$ cat config.mk
export PLATFORM = sky130hd
export DESIGN_NAME = ir_receiver_sm
export DESIGN_NICKNAME = d
export VERILOG_FILES = /design/src/rtl/ir_receiver_sm.sv
export SDC_FILE = /design/constraint.sdc
export NUM_CORES = 1
export LEC_CHECK = 0
export CORE_MARGIN = 2
export CORE_UTILIZATION = 30
export DETAILED_ROUTE_END_ITERATION = 8
export PLACE_DENSITY_LB_ADDON = 0.25
export SYNTH_ARGS = -nofsm -noshare
export SYNTH_HDL_FRONTEND = slang
export SYNTH_SLANG_ARGS = --single-unit
$ cat constraint.sdc
create_clock -name CLK -period 2.5 [get_ports CLK]
set_input_delay 0.375 -clock CLK [delete_from_list [all_inputs] [get_ports CLK]]
set_output_delay 0.375 -clock CLK [all_outputs]
set_load 0.01 [all_outputs]
$ cat src/rtl/ir_receiver_sm.sv
// ir_receiver_sm
//   Decodes one car-control IR packet (START, SELECT, CMD_LEN command fields
//   separated by gaps) from a demodulated IR envelope. Mark and space
//   durations are measured in carrier-period ticks and classified against
//   nominal sizes with a +/-TOL window.
// Ports
//   CLK          system clock
//   RESET        synchronous, active-high reset
//   IR_IN        demodulated envelope (1 = carrier present), asynchronous
//   COMMAND      command of the last valid packet, held between packets
//   PACKET_VALID one-cycle strobe: COMMAND updated this cycle
//   PACKET_ERROR one-cycle strobe: packet aborted
//   BUSY         high whenever the decoder is not idle
// Field k of the packet (k = 0 first in time) lands in COMMAND[k].
// Requires CMD_LEN >= 2, CARRIER_DIV >= 2, |ASSERT_SIZE-DEASSERT_SIZE| > 2*TOL.
module ir_receiver_sm #(
  parameter int unsigned CMD_LEN       = 4,
  parameter int unsigned CARRIER_DIV   = 2778,
  parameter int unsigned START_SIZE    = 88,
  parameter int unsigned SELECT_SIZE   = 22,
  parameter int unsigned GAP_SIZE      = 40,
  parameter int unsigned ASSERT_SIZE   = 44,
  parameter int unsigned DEASSERT_SIZE = 22,
  parameter int unsigned TOL           = 4,
  parameter int unsigned CNT_W         = 16
) (
  input  logic               CLK,
  input  logic               RESET,
  input  logic               IR_IN,
  output logic [CMD_LEN-1:0] COMMAND,
  output logic               PACKET_VALID,
  output logic               PACKET_ERROR,
  output logic               BUSY
);

  localparam int unsigned PRE_W    = $clog2(CARRIER_DIV);
  localparam int unsigned F_W      = $clog2(CMD_LEN + 2);
  localparam int unsigned LAST_F   = CMD_LEN + 1;
  localparam int unsigned BIT_SIZE = (ASSERT_SIZE > DEASSERT_SIZE) ? ASSERT_SIZE : DEASSERT_SIZE;

  // Lower window edge, clamped at zero.
  function automatic int unsigned lo_of(input int unsigned x);
    return (x > TOL) ? x - TOL : 0;
  endfunction

  localparam logic [CNT_W-1:0] START_LO    = CNT_W'(lo_of(START_SIZE));
  localparam logic [CNT_W-1:0] START_HI    = CNT_W'(START_SIZE + TOL);
  localparam logic [CNT_W-1:0] SELECT_LO   = CNT_W'(lo_of(SELECT_SIZE));
  localparam logic [CNT_W-1:0] SELECT_HI   = CNT_W'(SELECT_SIZE + TOL);
  localparam logic [CNT_W-1:0] ASSERT_LO   = CNT_W'(lo_of(ASSERT_SIZE));
  localparam logic [CNT_W-1:0] ASSERT_HI   = CNT_W'(ASSERT_SIZE + TOL);
  localparam logic [CNT_W-1:0] DEASSERT_LO = CNT_W'(lo_of(DEASSERT_SIZE));
  localparam logic [CNT_W-1:0] DEASSERT_HI = CNT_W'(DEASSERT_SIZE + TOL);
  localparam logic [CNT_W-1:0] BIT_HI      = CNT_W'(BIT_SIZE + TOL);
  localparam logic [CNT_W-1:0] GAP_LO      = CNT_W'(lo_of(GAP_SIZE));
  localparam logic [CNT_W-1:0] GAP_HI      = CNT_W'(GAP_SIZE + TOL);
  localparam logic [PRE_W-1:0] PRE_LAST    = PRE_W'(CARRIER_DIV - 1);

  typedef enum logic [2:0] {
    S_IDLE,
    S_MARK,
    S_SPACE,
    S_TAIL,
    S_RESYNC
  } state_t;

  state_t             state;
  logic               sync1_q;
  logic               sync2_q;
  logic               prev_q;
  logic [PRE_W-1:0]   presc_q;
  logic [CNT_W-1:0]   cnt_q;
  logic [F_W-1:0]     field_q;
  logic [CMD_LEN-1:0] shadow_q;

  logic               rise_c;
  logic               fall_c;
  logic               edge_c;
  logic [CNT_W-1:0]   mark_hi_c;
  logic               mark_ok_c;
  logic               mark_bit_c;
  logic               gap_ok_c;
  logic               err_c;

  function automatic logic in_win(input logic [CNT_W-1:0] v,
                                  input logic [CNT_W-1:0] lo,
                                  input logic [CNT_W-1:0] hi);
    return (v >= lo) && (v <= hi);
  endfunction

  assign rise_c = sync2_q & ~prev_q;
  assign fall_c = ~sync2_q & prev_q;
  assign edge_c = rise_c | fall_c;

  // Synchronizer, edge history, tick prescaler and saturating duration counter.
  // The edge cycle is prescaler phase 0, so a level held for N*CARRIER_DIV
  // cycles reads exactly N at its terminating edge.
  always_ff @(posedge CLK) begin
    if (RESET) begin
      sync1_q <= 1'b0;
      sync2_q <= 1'b0;
      prev_q  <= 1'b0;
      presc_q <= '0;
      cnt_q   <= '0;
    end else begin
      sync1_q <= IR_IN;
      sync2_q <= sync1_q;
      prev_q  <= sync2_q;
      if (edge_c) begin
        presc_q <= PRE_W'(1);
        cnt_q   <= '0;
      end else if (presc_q == PRE_LAST) begin
        presc_q <= '0;
        if (cnt_q != '1) cnt_q <= cnt_q + CNT_W'(1);
      end else begin
        presc_q <= presc_q + PRE_W'(1);
      end
    end
  end

  // Mark classification for the current field.
  always_comb begin
    mark_hi_c  = BIT_HI;
    mark_ok_c  = 1'b0;
    mark_bit_c = 1'b0;
    if (field_q == '0) begin
      mark_hi_c = START_HI;
      mark_ok_c = in_win(cnt_q, START_LO, START_HI);
    end else if (field_q == F_W'(1)) begin
      mark_hi_c = SELECT_HI;
      mark_ok_c = in_win(cnt_q, SELECT_LO, SELECT_HI);
    end else begin
      mark_bit_c = in_win(cnt_q, ASSERT_LO, ASSERT_HI);
      mark_ok_c  = mark_bit_c | in_win(cnt_q, DEASSERT_LO, DEASSERT_HI);
    end
  end

  assign gap_ok_c = in_win(cnt_q, GAP_LO, GAP_HI);

  // Abort conditions; an edge takes priority over a timeout in the same cycle.
  always_comb begin
    err_c = 1'b0;
    case (state)
      S_MARK:  err_c = fall_c ? ~mark_ok_c : (cnt_q > mark_hi_c);
      S_SPACE: err_c = rise_c ? ~gap_ok_c  : (cnt_q > GAP_HI);
      S_TAIL:  err_c = rise_c;
      default: err_c = 1'b0;
    endcase
  end

  // Packet state machine with registered outputs.
  always_ff @(posedge CLK) begin
    if (RESET) begin
      state        <= S_IDLE;
      field_q      <= '0;
      shadow_q     <= '0;
      COMMAND      <= '0;
      PACKET_VALID <= 1'b0;
      PACKET_ERROR <= 1'b0;
      BUSY         <= 1'b0;
    end else begin
      PACKET_VALID <= 1'b0;
      PACKET_ERROR <= 1'b0;
      if (err_c) begin
        state        <= S_RESYNC;
        shadow_q     <= '0;
        PACKET_ERROR <= 1'b1;
        BUSY         <= 1'b1;
      end else begin
        case (state)
          S_IDLE: begin
            if (rise_c) begin
              state   <= S_MARK;
              field_q <= '0;
              BUSY    <= 1'b1;
            end
          end
          S_MARK: begin
            if (fall_c) begin
              // Bits shift in from the top so the first field ends in bit 0.
              if (field_q >= F_W'(2)) shadow_q <= {mark_bit_c, shadow_q[CMD_LEN-1:1]};
              state <= (field_q == F_W'(LAST_F)) ? S_TAIL : S_SPACE;
            end
          end
          S_SPACE: begin
            if (rise_c) begin
              state   <= S_MARK;
              field_q <= field_q + F_W'(1);
            end
          end
          S_TAIL: begin
            if (cnt_q >= GAP_LO) begin
              state        <= S_IDLE;
              COMMAND      <= shadow_q;
              PACKET_VALID <= 1'b1;
              BUSY         <= 1'b0;
            end
          end
          S_RESYNC: begin
            // Edges clear the counter, so this needs an unbroken quiet period.
            if (!sync2_q && cnt_q >= GAP_HI) begin
              state <= S_IDLE;
              BUSY  <= 1'b0;
            end
          end
          default: begin
            state <= S_IDLE;
            BUSY  <= 1'b0;
          end
        endcase
      end
    end
  end

endmodule
Word level (Yosys, flattened, before mapping)
Index checks and enable logic that the tools add are counted.
{ "word_totals": {"regBits": 48, "in_bits": 3, "out_inout_bits": 7} }
{ "classes": {"n_addsub": 3, "n_lt_le_gt_ge": 12, "n_eq_ne": 20, "mux": 28, "n_bitwise": 10, "n_reduce_logical": 22} }
{ "op_table": {"columns": ["op", "count"], "rows": [
  ["$ge 16x6->1 const B", 3],
  ["$le 16x6->1 const B", 2],
  ["$mux 3", 7],
  ["$add 16x1->16 const B", 1],
  ["$ge 16x5->1 const B", 1],
  ["$ge 16x7->1 const B", 1],
  ["$gt 16x16->1", 1],
  ["$gt 16x6->1 const B", 1],
  ["$le 16x5->1 const B", 1],
  ["$le 16x7->1 const B", 1],
  ["$ne 16x16->1 const B", 1],
  ["$reduce_and 4->1", 4],
  ["$mux 1", 15],
  ["$add 12x1->12 const B", 1],
  ["$eq 12x12->1 const B", 1],
  ["$ne 3x3->1 const B", 4],
  ["$pmux 3 s4", 1],
  ["$ne 2x2->1 const B", 5],
  ["$reduce_or 2->1", 4],
  ["$mux 7", 1],
  ["$eq 3x1->1 const B", 2],
  ["$eq 3x2->1 const B", 2],
  ["$eq 3x3->1 const B", 2],
  ["$logic_not 3->1", 2],
  ["17 further kinds", 31]
]} }

Logic depth before layout (Yosys ltp)
Gate-level depths: netlist of the first run.
{ "depth": {"word_depth": 10, "ltp_mapped": 9, "mapped_depth_nobuf": 9} }

Worst setup path before layout of the first run
No wires, ideal clock.
{ "synth_path": {"kind": "reg-to-reg", "start": "register field_q[0]", "end": "register state[2]", "arrival_ps": 1867, "path_slack_ps": 513, "stages_incl_launch_ff": 10, "path_cell_list": "dfxtp_1 > inv_1 > ha_1 > nand2b_1 > ha_1 > nor2b_1 > o21bai_1 > a21o_1 > nand3_1 > o31a_1"} }
{ "synth_via": {"elab_chain_len": 8, "word_cells_on_any_way": 16, "classes_between": "order compare: 1; eq/ne: 5; mux: 7; bitwise: 1; reduce/logical: 2"} }
{ "synth_lines": {"columns": ["element", "line", "rtl"], "rows": [
  ["from (decl)", "73", "logic [F_W-1:0] field_q;"],
  ["from (signal assigned)", "188", "field_q <= field_q + F_W'(1);"],
  ["$eq 3x1->1", "129", "end else if (field_q == F_W'(1)) begin"],
  ["$mux 6 / $mux 1 (equally long branches)", "129", null],
  ["$mux 7 / $mux 1 (equally long branches)", "126", "if (field_q == '0) begin"],
  ["$gt 16x16->1 / $not 1->1 (equally long branches)", "144", "S_MARK: err_c = fall_c ? ~mark_ok_c : (cnt_q > mark_hi_c);"],
  ["$mux 1 (*)", "144", null],
  ["$pmux 1 s3 (*)", "143", "case (state)"],
  ["$ne 3x3->1 (no line) / $ne 3x1->1 (equally long branches)", null, null],
  ["$reduce_and 4->1 (no line)", null, null],
  ["to (signal assigned)", "182", "state <= (field_q == F_W'(LAST_F)) ? S_TAIL : S_SPACE;"],
  ["to (decl)", "67", "state_t state;"]
]} }
Every way passes the cells marked *; elsewhere a longest branch is shown, timed or not.
A chain may end at the register's enable or synchronous reset.

Worst setup path in the final report of the first run
Same ends and word-level chain as after synthesis.

==> reports/summary.txt, run 1 <==
Final Cycle Share: 0.897
Post-cts gate resize count: 0
Synth cell types: 62
RSZ-0062 raised after global routing: no
Vias in the first global route: 2180
Worst relative slew slack: 0.579
Multi-input logic area: 1650 µm²
R2r startpoint: field_q[0]
Tightest Pin Transition: 631 ps
Status: completed
# diodes: 0
TNS Setup: 0 ps
Clock Tree Root: clkbuf_8
Initial antenna violation count: 0
Core area: 8760 µm²
Final core utilization: 0.347
Ports: 10
CP Class: reg2reg
CP dominant cell by count: ha_1
Area added between synthesis and finish: 11.1%
GRT Resource Usage Total: 0.130
CTS Buf Count: 5
Hold wc startpoint: sync1_q
Routed WL: 5.93 mm
Number of max-cap violations: 0
CTS H-tree lvls: 2
DP HPWL: 4.36 mm
Static Leak: 1.10 nW
#FFs+latches synth: 48
Synth area leaders: dfxtp_1, ha_1, nor2_1
Max-slew violations: 0
Slowest cell on the critical path: dfxtp_1
Most used DFF post-synth: dfxtp_1
Cells along the critical path: inv_1, ha_1, nand2b_1, ha_1, nor2b_1, o21bai_1, a21o_1, nand3_1, o31a_1
Iteration-0 DRC Markers: 60
Final setup margin: 256 ps
Row count: 34
Min cycle time layout: 2240 ps
Antenna-violating nets left: 0
Pwr dens: 444 nW/µm²
Crit path from: field_q[0]
Filler instances: 920
Critical Path End Type: register
Clock transition at the registers of the reported paths: 90 ps
Max Fclk: 446 MHz
Vias per Instance: 5.31
First-pass GRT wire length: 10.6 mm
Startpoint Class: register
CTS tree: done
Net Count, Synth: 330
Pin count of the biggest net entering global routing: 16
WHS: 450 ps
Vias: 2277
Die Ht: 99.5 µm
Worst path bufs/invs: 1
CTS Buffer Depth: 2
Worst hold path class: reg2reg
Starting density of the core: 0.312
Yosys top cell by area: dfxtp_1
Yosys top cell area share: 0.351
Delay of the slowest critical-path stage: 430 ps
Seq/Total Area, Yosys: 0.351
Clock skew: 4.86 ps
Critical path's top delay family: compound AO/OA/AOI/OAI gates
Share of cells above drive strength 1: 0.0872
Die X: 99.5 µm
Hold Vio Cnt, Final: 0
Die Footprint: 9890 µm²
Final setup vio count: 0
Postcts setup bufs: 0
EDFF count, synth: 0
Worst-Skew Late Latency: 310 ps
Clk sink count: 48
Pre-CTS WS: 257 ps
TritonRoute pass-1 iters: 4
GP Congestion: 0.855
Crit Path Max Fanout: 8
Post-Syn Instances: 313
Peak supply drop: 0.217 mV
Global route overflow: 0
Mean Syn Cell Area: 8.73 µm²
IO Port Bufs: 9
Ys Warns: 0
WP data arrival: 2450 ps
Post-Syn Area: 2730 µm²
Hold buffers post-CTS: 0
Post-synth ARST share: 0
Drt drc: 0
Sequential cell area: 961 µm²
WL/cell: 13.8 µm
Nets@finish: 337
Worst endpoint required time: 2710 ps
==> flip-flops by register name (all words and copies together), names as in the netlist <==
name          count
cnt_q            16
presc_q          12
COMMAND           4
shadow_q          4
field_q           3
state             3
BUSY              1
PACKET_ERROR      1
PACKET_VALID      1
prev_q            1
sync1_q           1
sync2_q           1
==> Yosys cell counts (all sizes together) (2+ instances only) <==
cell	n
dfxtp	48
nor2	31
nand2	21
a21oi	16
inv	15
nand3	15
ha	14
nor4	12
o21ai	10
mux2i	9
or3	9
clkbuf	8
buf	7
nor2b	7
xor2	7
and3	6
nand4	6
nand4b	6
xnor2	6
nand2b	5
o211ai	5
or4	5
a311oi	3
a31oi	3
and2	3
a2111oi	2
a311o	2
a41oi	2
and4	2
nand3b	2
nor3	2
o2111ai	2
o21bai	2
o31ai	2
==> worst register-to-register path, stage by stage, from the launching register on <==
cell      delay (ps)
dfxtp_1          430
inv_1             70
ha_1             220
nand2b_1         160
ha_1             270
nor2b_1          130
o21bai_1         110
a21o_1           150
nand3_1          250
o31a_1           360
==> power by group <==
| group | switching, mW | internal (mW) |
|---|---|---|
| registers | 0.0110 | 0.773 |
| clock network | 0.277 | 0.227 |
| logic | 0.0352 | 0.0265 |
| total | 0.323 | 1.03 |
==> logic make-up (layout without fill, tap and decap cells) <==
kind of cell | count (synthesis) | in the layout | share of synthesized area
simple gates | 140 | 140 | 0.311
flops | 48 | 48 | 0.351
compound gates | 59 | 59 | 0.155
buf+inv | 30 | 38 | 0.0439
mux | 9 | 9 | 0.0330
fa+ha+maj | 14 | 14 | 0.0641
xor+xnor | 13 | 13 | 0.0416
==> layer usage <==
layer,routed length (µm),global-route usage
met5,0,0
met4,85,0.0348
met3,149,0.0295
met2,2660,0.199
met1,3040,0.183
==> per-stage QoR <==
stage	cell area [µm²]	power, mW	std cells
floorplan	2730	0.841	313
global placement	2940	0.865	421
detailed placement	2940	0.864	421
CTS	3040	1.37	429
global route	3040	1.41	429
finish	3040	1.35	429
==> layout by cell type (no fill, tap or decap), drive strengths merged, types with 3 or more instances in the layout <==
cell type / instances
a311oi: 3
inv: 16
clkdlybuf4s50: 9
nand4: 6
nand3: 15
or3: 9
o211ai: 5
nand4b: 6
and3: 6
nor4: 12
xnor2: 6
dfxtp: 48
nand2b: 5
xor2: 7
or4: 5
ha: 14
and2: 3
nor2: 31
buf: 6
o21ai: 10
clkbuf: 6
nand2: 21
mux2i: 9
a21oi: 16
a31oi: 3
nor2b: 7
==> cell type report <==
cell class | count | share of cell area
clock buffers | 6 | 0.0272
clock inverters | 2 | 0.00453
inverters | 15 | 0.0185
multi-input cells | 235 | 0.544
flip-flops and latches | 48 | 0.316
well taps | 108 | 0.0445
repair buffers | 15 | 0.0445
==> path summary, 6_finish.rpt <==
path | endpoint | slack (ps) | cells past startpoint
worst max-delay path | state[2] | 260 | 9
worst min-delay path | sync2_q | 450 | 1
worst max register to register | state[2] | 260 | 9
worst min register to register | sync2_q | 450 | 1
Power figures use the tool's default switching activity.
==> run 2: changes to the inputs <==
Settings changed: RECOVER_POWER set to 50.
==> run 2 against run 1 <==
Total power down 0.21%. Largest power group unchanged. Utilization down 0.49 points. Cell count unchanged. Clock power barely moved. Critical endpoint unchanged.
==> reports/summary.txt, run 2 (same netlist as run 1, synthesis figures left out) <==
Max-slew violations: 0
Status: completed
IO Port Bufs: 9
Pre-CTS WS: 257 ps
Hold worst-path end: sync2_q
WP data arrival: 2460 ps
Ports: 10
Largest regs: cnt_q (16), presc_q (12)
CTS Buffer Depth: 2
CTS Buf Count: 5
TNS Setup: 0 ps
Post-cts gate resize count: 0
Most common cell after layout, fill and taps aside: dfxtp_1
TritonRoute pass-1 iters: 4
First-pass GRT wire length: 10.6 mm
Vias: 2280
Max Fclk: 444 MHz
Largest register FFs: 16
Drt drc: 0
Hold Vio Cnt, Final: 0
R2r startpoint: field_q[0]
Postcts setup bufs: 0
Worst R2R End: state[2]
Hold wc startpoint: sync1_q
# diodes: 0
CTS H-tree lvls: 2
Final setup vio count: 0
Core area: 8760 µm²
Antenna-violating nets left: 0
Hold Crit Depth: 1
Clock skew: 4.87 ps
Iteration-0 DRC Markers: 64
CP Class: reg2reg
Tightest Pin Transition: 631 ps
Worst hold path class: reg2reg
Clock Tree Root: clkbuf_8
Pin count of the biggest net entering global routing: 16
RSZ-0062 raised after global routing: no
Nets@finish: 337
Clk sink count: 48
Crit Path Max Fanout: 8
Static Leak: 1.06 nW
Top reg by flops: cnt_q
Die Ht: 99.5 µm
Final core utilization: 0.342
CTS tree: done
Area added between synthesis and finish: 9.52%
Worst-Skew Late Latency: 310 ps
Routed WL: 5.95 mm
Die Footprint: 9890 µm²
Global route overflow: 0
Worst relative slew slack: 0.579
Filler instances: 928
GRT Resource Usage Total: 0.130
Worst endpoint required time: 2710 ps
Reg2reg path depth: 9
Final Power: 1.35 mW
Final setup margin: 249 ps
Clock transition at the registers of the reported paths: 90 ps
WL/cell: 13.9 µm
Most frequent cells in the layout: dfxtp_1, nor2_1, nand2_1
DP HPWL: 4.36 mm
Min cycle time layout: 2250 ps
Peak supply drop: 0.217 mV
Hold buffers post-CTS: 0
Vias per Instance: 5.31
Starting density of the core: 0.312
Row count: 34
Die X: 99.5 µm
Number of max-cap violations: 0
Final Cycle Share: 0.900
Critical Path End Type: register
FF-to-FF setup slack: 250 ps
Vias in the first global route: 2180
Share of cells above drive strength 1: 0.0685
GP Congestion: 0.855
Initial antenna violation count: 0
Startpoint Class: register
Pwr dens: 449 nW/µm²
-- run 2: cell types whose count changed in the layout (fill, tap and decap cells not counted), sizes merged --
cell / delta
clkdlybuf4s50: -8
dlygate4sd3: +8
clkbuf: +2
buf: -2
-- run 2: layout make-up --
cell class	instances	area [µm²]	share of cell area
clock buffer	6	82.6	0.0276
clock inverter	2	13.8	0.00460
inverter	15	56.3	0.0188
multi-input combinational	235	1620	0.540
sequential	48	961	0.321
tap	108	135	0.0451
timing repair buffer	15	128	0.0426
-- run 2: routing by layer --
layer,vias up,global-route usage,wire length [µm]
met3,10,0.0295,158
li1,1155,-,-
met5,-,0,0
met2,23,0.199,2660
met4,0,0.0348,86
met1,1092,0.183,3040
-- run 2: how the worst max path moves through the flow --
stage,endpoint,cells after the start,slack [ps],start
2_1_floorplan,state[2],9,510,field_q[0]
3_3_place_gp,state[2],9,340,field_q[0]
3_5_place_dp,state[2],9,260,field_q[0]
4_1_cts,state[2],9,240,field_q[0]
5_1_grt,shadow_q[2],9,70,field_q[0]
6_report,state[2],9,250,field_q[0]
-- run 2: where the power goes --
part	total (mW)	switching (mW)	internal, mW
clock	0.503	0.277	0.227
combinational	0.0589	0.0344	0.0245
sequential	0.783	0.0109	0.773
total	1.35	0.322	1.02
-- run 2: critical path: stages, from the launching register on --
cell and delay (ps):
dfxtp_1 430, inv_1 70, ha_1 220, nand2b_1 160, ha_1 270, nor2b_1 130, o21bai_1 120, a21o_1 150
nand3_1 250, o31a_1 360
-- run 2: metrics by stage --
step                hold WS, ps  area [µm²]  std cells
CTS                         458        3040        429
global placement            425        2940        421
detailed placement          436        2940        421
global route                467        2990        429
finish                      449        2990        429
floorplan                   414        2730        313
==> run 3: changes to the inputs <==
Settings changed: CTS_CLUSTER_DIAMETER set to 60, REMOVE_ABC_BUFFERS set to 1.
==> run 3 against run 2 <==
Largest power group unchanged. Sequential share of layout area shrank 0.080 points. Die area stayed put. Hold slack worse by 4.1 ps. Total power is essentially flat. Cell area up 0.25%. Register-to-register slack worse by 30 ps. Cell count did not move. Clock skew up 5.4 ps. First-iteration DRC count is 110% higher.
==> reports/summary.txt, run 3 (same netlist as run 1, synthesis figures left out) <==
Global route overflow: 0
Clock skew: 10.3 ps
TNS Setup: 0 ps
Iteration-0 DRC Markers: 132
Hold buffers post-CTS: 0
Worst-Skew Late Latency: 310 ps
Routed WL: 5.96 mm
Postcts setup bufs: 0
Drt drc: 0
Die Footprint: 9890 µm²
Starting density of the core: 0.312
Crit Path Max Fanout: 8
Die Ht: 99.5 µm
CTS Buf Count: 5
CTS Buffer Depth: 2
WHS: 445 ps
Startpoint Class: register
Static Leak: 1.06 nW
Row count: 34
Area added between synthesis and finish: 9.79%
TritonRoute pass-1 iters: 5
Min cycle time layout: 2280 ps
GRT Resource Usage Total: 0.126
IO Port Bufs: 9
Final setup vio count: 0
Die X: 99.5 µm
WP data arrival: 2480 ps
CP Class: reg2reg
Clock Tree Root: clkbuf_8
GP Congestion: 0.784
Number of max-cap violations: 0
Final Cycle Share: 0.911
Most frequent cells in the layout: dfxtp_1, nor2_1, nand2_1
Largest regs: cnt_q (16), presc_q (12)
Pwr dens: 449 nW/µm²
Worst hold path class: reg2reg
Largest register FFs: 16
Antenna-violating nets left: 0
Peak supply drop: 0.206 mV
Max Fclk: 439 MHz
Nets@finish: 337
DP HPWL: 4.24 mm
Share of cells above drive strength 1: 0.0717
Tightest Pin Transition: 648 ps
Post-cts gate resize count: 0
Hold Vio Cnt, Final: 0
Most common cell after layout, fill and taps aside: dfxtp_1
CTS tree: done
RSZ-0062 raised after global routing: no
Vias per Instance: 5.36
Top reg by flops: cnt_q
Worst endpoint required time: 2700 ps
Status: completed
Max-slew violations: 0
Critical Path End Type: register
Clock transition at the registers of the reported paths: 100 ps
Initial antenna violation count: 0
Vias in the first global route: 2084
Worst relative slew slack: 0.568
Clk sink count: 48
CTS H-tree lvls: 2
Vias: 2299
Ports: 10
# diodes: 0
First-pass GRT wire length: 10.2 mm
Core area: 8760 µm²
WL/cell: 13.9 µm
Pin count of the biggest net entering global routing: 16
==> run 3: cell types whose count changed in the layout (fill, tap and decap cells not counted), sizes merged <==
| cell | before | now |
|---|---|---|
| buf | 4 | 5 |
| inv | 16 | 15 |
| clkinv | 1 | 0 |
| clkinvlp | 0 | 1 |
==> run 3: worst max-delay path, cell delays in order, from the launching register on <==
cell and delay, ps:
dfxtp_1 420, inv_1 70, ha_1 230, nand2b_1 150
ha_1 260, nor2b_1 130, o21bai_1 120, a21o_1 150
nand3_1 260, o31a_1 360
==> run 3: cell type report <==
cell class	instances	area, µm²
well taps	108	135
clock buffers	7	86.3
clock inverters	1	7.51
repair buffers	15	131
fillers	936	5760
multi-input cells	235	1620
flip-flops and latches	48	961
inverters	15	56.3
==> run 3: per-stage QoR <==
stage          instances  setup WS [ps]   util  power [mW]  instance area [µm²]
2_1_floorplan        298            513      -       0.835                 2670
3_3_place_gp         421            332  0.336       0.864                 2940
3_5_place_dp         421            250  0.336       0.864                 2940
4_1_cts              429            231  0.346        1.37                 3030
5_1_grt              429           70.4  0.343        1.41                 3000
6_report             429            223  0.343        1.35                 3000
==> run 3: layer usage <==
layer / vias to the layer above / wire (µm) / share of wire / GRT usage
met5: - / 0 / 0 / 0
met4: 0 / 104 / 0.017 / 0.0495
met3: 10 / 210 / 0.035 / 0.0225
met2: 55 / 2650 / 0.45 / 0.190
met1: 1067 / 2990 / 0.50 / 0.179
li1: 1167 / - / - / -
==> run 3: worst paths after layout <==
check                           startpoint  endpoint  slack [ps]  cells past startpoint
worst max-delay path            field_q[0]  state[2]         220                      9
worst min-delay path               sync1_q   sync2_q         440                      1
worst max register to register  field_q[0]  state[2]         220                      9
worst min register to register     sync1_q   sync2_q         440                      1
==> run 3: power by group <==
part | internal [mW] | total (mW) | switching, mW
combinational | 0.0245 | 0.0589 | 0.0344
sequential | 0.773 | 0.783 | 0.0106
clock | 0.226 | 0.505 | 0.279
total | 1.02 | 1.35 | 0.324
